[src/rtl/day_counter_pkg.sv]
// Shared calendar definitions for the lab3 day/month/year chain.
//   - field widths for day, month and year values
//   - month constants for the non-31-day months
//   - is_leap(): leap-year test for a 2000-based year offset
package day_counter_pkg;

  localparam int unsigned DAY_W   = 5;
  localparam int unsigned MONTH_W = 4;
  localparam int unsigned YEAR_W  = 7;

  localparam logic [MONTH_W-1:0] FEB = 4'd2;
  localparam logic [MONTH_W-1:0] APR = 4'd4;
  localparam logic [MONTH_W-1:0] JUN = 4'd6;
  localparam logic [MONTH_W-1:0] SEP = 4'd9;
  localparam logic [MONTH_W-1:0] NOV = 4'd11;

  // 2000..2099: every multiple of four is a leap year (2000 included).
  function automatic logic is_leap(input logic [YEAR_W-1:0] year);
    return (year[1:0] == 2'b00);
  endfunction

endpackage

[src/rtl/day_counter_days_in_month.sv]
// Combinational days-in-month decoder.
//   i_month : month 1..12 (0 and 13..15 decode as 31 days)
//   i_leap  : current year is a leap year
//   o_dim   : number of days in the month, 28..31
module days_in_month
  import day_counter_pkg::*;
(
  input  logic [MONTH_W-1:0] i_month,
  input  logic               i_leap,
  output logic [DAY_W-1:0]   o_dim
);

  always_comb begin
    o_dim = 5'd31;
    case (i_month)
      APR, JUN, SEP, NOV: o_dim = 5'd30;
      FEB:                o_dim = i_leap ? 5'd29 : 5'd28;
      default:            ;
    endcase
  end

endmodule

[src/rtl/day_counter.sv]
// Day-of-month counter feeding the month stage.
//   clk, rst_n   : clock, asynchronous active-low reset
//   inc_day      : one day per high cycle
//   i_month      : current month 1..12
//   i_year       : year offset 0..99 (2000..2099)
//   i_set        : load i_set_day (clamped to 1..dim), overrides inc_day
//   i_set_day    : day value to load
//   o_day        : current day 1..31
//   o_day_tens   : BCD tens digit of o_day
//   o_day_ones   : BCD ones digit of o_day
//   o_inc_month  : one-cycle strobe after a month wrap
module day_counter
  import day_counter_pkg::*;
#(
  parameter int unsigned LEAP_EN = 1
) (
  input  logic               clk,
  input  logic               rst_n,
  input  logic               inc_day,
  input  logic [MONTH_W-1:0] i_month,
  input  logic [YEAR_W-1:0]  i_year,
  input  logic               i_set,
  input  logic [DAY_W-1:0]   i_set_day,
  output logic [DAY_W-1:0]   o_day,
  output logic [1:0]         o_day_tens,
  output logic [3:0]         o_day_ones,
  output logic               o_inc_month
);

  logic             leap;
  logic [DAY_W-1:0] dim;

  logic [DAY_W-1:0] day_d, day_q;
  logic [1:0]       tens_d, tens_q;
  logic [3:0]       ones_d, ones_q;
  logic             inc_month_d, inc_month_q;

  assign leap = (LEAP_EN != 0) && is_leap(i_year);

  days_in_month u_dim (
    .i_month (i_month),
    .i_leap  (leap),
    .o_dim   (dim)
  );

  // Priority: load, wrap, increment, clamp, hold.
  always_comb begin
    day_d       = day_q;
    inc_month_d = 1'b0;
    if (i_set) begin
      if (i_set_day == '0) begin
        day_d = 5'd1;
      end else if (i_set_day > dim) begin
        day_d = dim;
      end else begin
        day_d = i_set_day;
      end
    end else if (inc_day) begin
      if (day_q >= dim) begin
        day_d       = 5'd1;
        inc_month_d = 1'b1;
      end else begin
        day_d = day_q + 5'd1;
      end
    end else if (day_q > dim) begin
      // Month or year changed under us and the current day no longer exists.
      day_d = dim;
    end
  end

  // BCD digits derived from the next day so they register alongside it.
  always_comb begin
    if (day_d >= 5'd30) begin
      tens_d = 2'd3;
      ones_d = 4'(day_d - 5'd30);
    end else if (day_d >= 5'd20) begin
      tens_d = 2'd2;
      ones_d = 4'(day_d - 5'd20);
    end else if (day_d >= 5'd10) begin
      tens_d = 2'd1;
      ones_d = 4'(day_d - 5'd10);
    end else begin
      tens_d = 2'd0;
      ones_d = 4'(day_d);
    end
  end

  always_ff @(posedge clk or negedge rst_n) begin
    if (!rst_n) begin
      day_q       <= 5'd1;
      tens_q      <= 2'd0;
      ones_q      <= 4'd1;
      inc_month_q <= 1'b0;
    end else begin
      day_q       <= day_d;
      tens_q      <= tens_d;
      ones_q      <= ones_d;
      inc_month_q <= inc_month_d;
    end
  end

  assign o_day       = day_q;
  assign o_day_tens  = tens_q;
  assign o_day_ones  = ones_q;
  assign o_inc_month = inc_month_q;

endmodule

[config.mk]
export PLATFORM = sky130hd
export DESIGN_NAME = day_counter
export DESIGN_NICKNAME = d
export VERILOG_FILES = /design/src/rtl/day_counter_pkg.sv /design/src/rtl/day_counter_days_in_month.sv /design/src/rtl/day_counter.sv
export SDC_FILE = /design/constraint.sdc
export NUM_CORES = 1
export LEC_CHECK = 0
export BUFFER_PORTS_ARGS = -buffer_cell sky130_fd_sc_hd__buf_4
export CAP_MARGIN = 40
export CORE_UTILIZATION = 50
export CTS_BUF_LIST = sky130_fd_sc_hd__clkbuf_4 sky130_fd_sc_hd__clkbuf_8
export DETAILED_ROUTE_END_ITERATION = 12
export PLACE_DENSITY = 0.89
export SETUP_SLACK_MARGIN = 0.02
export SLEW_MARGIN = 20
export SYNTH_ARGS = -nofsm -noshare
export SYNTH_HDL_FRONTEND = slang
export SYNTH_SLANG_ARGS = --single-unit
[constraint.sdc]
create_clock -name clk -period 3.33 [get_ports clk]
set_input_delay 0.4995 -clock clk [delete_from_list [all_inputs] [get_ports clk]]
set_output_delay 0.4995 -clock clk [all_outputs]
set_load 0.01 [all_outputs]
==> flow_summary.json <==
{
  "ir_drop_v": 0.000344,
  "die_w_um": 47.4,
  "fin_crit_sh": 0.994,
  "clkLatencyLatePin_ns": 0.27,
  "yosys_warnings": 0,
  "ys_types": 50,
  "worst_slack_ns": 0.0211,
  "clk_pin_slew_ns": 0.06,
  "finalSetupViolations": 0,
  "clockRootBuffer": "clkbuf_4",
  "grt_use_total": 0.237,
  "numPortBuffers": 26,
  "routed_wl_um": 2770,
  "crit_end": "o_day_ones[2]",
  "netlist_instances": 108,
  "cts.path.max_buffers": 2,
  "grt_first_pass_wirelength_um": 3710,
  "hold_class": "in2async",
  "powerDensity_nw_per_um2": 393,
  "drc": 0,
  "cts_tree": "built",
  "status": "completed",
  "worst_r2r_path_depth": 12,
  "rsz0062_at_grt": "yes",
  "fmax_mhz": 302,
  "grt_pass1_vias": 910,
  "crit_fanout": 4,
  "cts.sinks": 11,
  "end_kind": "register",
  "dp_hpwl_um": 2070,
  "total_power_mw": 0.579,
  "worstPathArrival_ns": 3.46,
  "startpoint": "i_month[0]",
  "core_sq_um": 1940,
  "tightest_slew_ns": 0.476,
  "detail_route.vias_per_cell": 5.57,
  "drv_slew": 0,
  "async_reset_ff_frac": 1.00,
  "final_antenna_net_count": 0,
  "path_class": "in2reg",
  "relSlewSlack": 0.680,
  "critPathMostFrequentCell": "buf_4",
  "pre_cts_ws_ns": -0.187,
  "postPlaceCellArea_sq_um": 1390,
  "synth_nets": 136,
  "synthFlopType": "dfrtp_1",
  "hold_violations": 0,
  "fillers": 134,
  "num_vias": 1036,
  "cp_cell_sequence": "buf_4 -> buf_4 -> and3b_2 -> a211oi_2 -> ha_1 -> nand2_1 -> buf_4 -> nand2_8 -> or4b_4 -> a32oi_4 -> nor2b_4 -> buf_4 -> o311a_1 -> nor2_1 -> a22oi_1",
  "syn2layout_area_growth_pct": 43.3,
  "drv_cap": 0,
  "die_area_sq_um": 2240,
  "firstDrtPassIters": 4,
  "syn_area_per_cell_sq_um": 9.52,
  "drive_gt1_frac": 0.497,
  "grt-ovfl-total": 0,
  "reg2reg_to": "o_day_ones[2]",
  "antenna_found_initial": 0,
  "slowest_delay_ns": 0.52,
  "worstReg2RegStart": "o_day_ones[0]",
  "ys_ff_latch": 11,
  "grt_max_degree": 12,
  "final_nets": 188,
  "drt_iter0_drc": 14,
  "rows": 16,
  "fp.dieH_um": 47.4,
  "worst_clock_skew_ns": 0.00157,
  "fin_area_sq_um": 1470,
  "final_util": 0.759,
  "start_util": 0.530,
  "syn-cell-area_sq_um": 1030,
  "gp_congestion": 0.851,
  "slowest_stage": "or4b_4",
  "synth-edff-count": 0,
  "timing.reg2reg.setup_slack_ns": 0.22,
  "power_leakage_nw": 0.716,
  "avgRoutedWirePerCell_um": 14.9,
  "num_antenna_cells": 0,
  "pin_count": 32,
  "start_kind": "primary input",
  "holdWs_ns": 0.0491,
  "critical_path_required_ns": 3.48,
  "period_minus_slack_ns": 3.31,
  "ys_seq_area_frac": 0.269,
  "htreeDepth": 1,
  "numCtsBuffers": 3
}
## stage by stage
stage / TNS (ns) / cells
floorplan: 0 / 108
global placement: -0.212 / 179
detailed placement: -0.476 / 179
CTS: 0 / 183
global route: -0.302 / 186
finish: 0 / 186
## routing by layer
metal | global-route usage | up-vias | routed length (um)
met5 | 0 | - | 0
met4 | 0.0914 | 0 | 48
met3 | 0.0385 | 7 | 113
met2 | 0.471 | 32 | 1600
met1 | 0.241 | 501 | 1010
li1 | - | 496 | -
## cells in the mapped netlist, types with 2 or more instances
master / count / area, sq um
o31ai_1: 2 / 15.0
o211ai_1: 2 / 15.0
nor2_1: 9 / 33.8
o21bai_1: 2 / 15.0
nand2_1: 7 / 26.3
nor3b_1: 3 / 22.5
a211oi_2: 2 / 25.0
nor4_1: 2 / 12.5
a22o_2: 2 / 20.0
nand3_1: 2 / 10.0
nor2b_1: 2 / 12.5
nor3_1: 2 / 10.0
dfrtp_1: 10 / 250
a21oi_1: 4 / 20.0
inv_1: 11 / 41.3
xnor2_1: 2 / 17.5
nand4_1: 2 / 12.5
mux2i_1: 3 / 30.0
ha_1: 8 / 100
## sequential cells by signal, indices dropped and copies added, names as in the netlist
name         cells
o_day_tens       2
o_day_ones       4
o_inc_month      1
o_day            4
## logic make-up after synthesis
logic type / share of synthesized area
DFF: 0.269
adders and majority gates: 0.0973
xor gates and xnor gates: 0.0256
and+or+nand+nor: 0.253
AOI/OAI and AO/OA: 0.254
muxes: 0.0292
buffers and inverters: 0.0718
## repair_timing
action	4_1_cts	5_1_grt
gates resized for setup	0	10
hold buffers	0	0
setup buffers	0	3
endpoints found under the setup margin	0	4
## cells in the final DEF, fill, tap and decap left out, types with 2 or more instances in the layout
cell / netlist / layout
ha_2: 0 / 2
buf_4: 1 / 50
nor2_1: 9 / 9
a21oi_1: 4 / 3
nor3_1: 2 / 2
a22o_2: 2 / 2
a211oi_2: 2 / 2
or4b_4: 1 / 2
nand4_1: 2 / 2
o21bai_1: 2 / 2
nor2b_1: 2 / 2
nor3b_1: 3 / 3
nand2_1: 7 / 7
o21ai_1: 1 / 2
o211ai_1: 2 / 2
clkbuf_4: 0 / 4
xnor2_1: 2 / 2
dfrtp_1: 10 / 10
mux2i_1: 3 / 3
o31ai_1: 2 / 2
ha_1: 8 / 5
nand3_1: 2 / 2
inv_1: 11 / 9
## area by class of cell
cell class                      count  area [sq um]  share of cell area
Tap cell                           27          33.8              0.0229
Timing Repair Buffer               50           375               0.255
Multi-Input combinational cell     83           714               0.485
Inverter                           11          43.8              0.0297
Sequential cell                    11           277               0.188
Clock buffer                        4          30.0              0.0204
## power breakdown
| part | internal (mW) | switching (mW) | leakage, nW |
|---|---|---|---|
| clock | 0.0546 | 0.0428 | 0.0184 |
| sequential | 0.159 | 0.0188 | 0.134 |
| combinational | 0.156 | 0.148 | 0.563 |
## worst max-delay path: cells and delay by family
family	cells	cell delay (ns)
AND/OR/NAND/NOR	6	1.11
AO/OA/AOI/OAI	4	1.01
buffers and inverters	4	0.53
adder cells (fa/ha/maj)	1	0.29
## worst min path at each step
stage / startpoint / endpoint / cells past startpoint
global route: rst_n / o_day[3] / 1
floorplan: rst_n / o_day[1] / 0
finish: rst_n / o_day[3] / 1
CTS: rst_n / o_day[3] / 1
global placement: rst_n / o_day_ones[3] / 1
detailed placement: rst_n / o_day_ones[3] / 1
No activity file was read; power rests on OpenSTA's default activity.
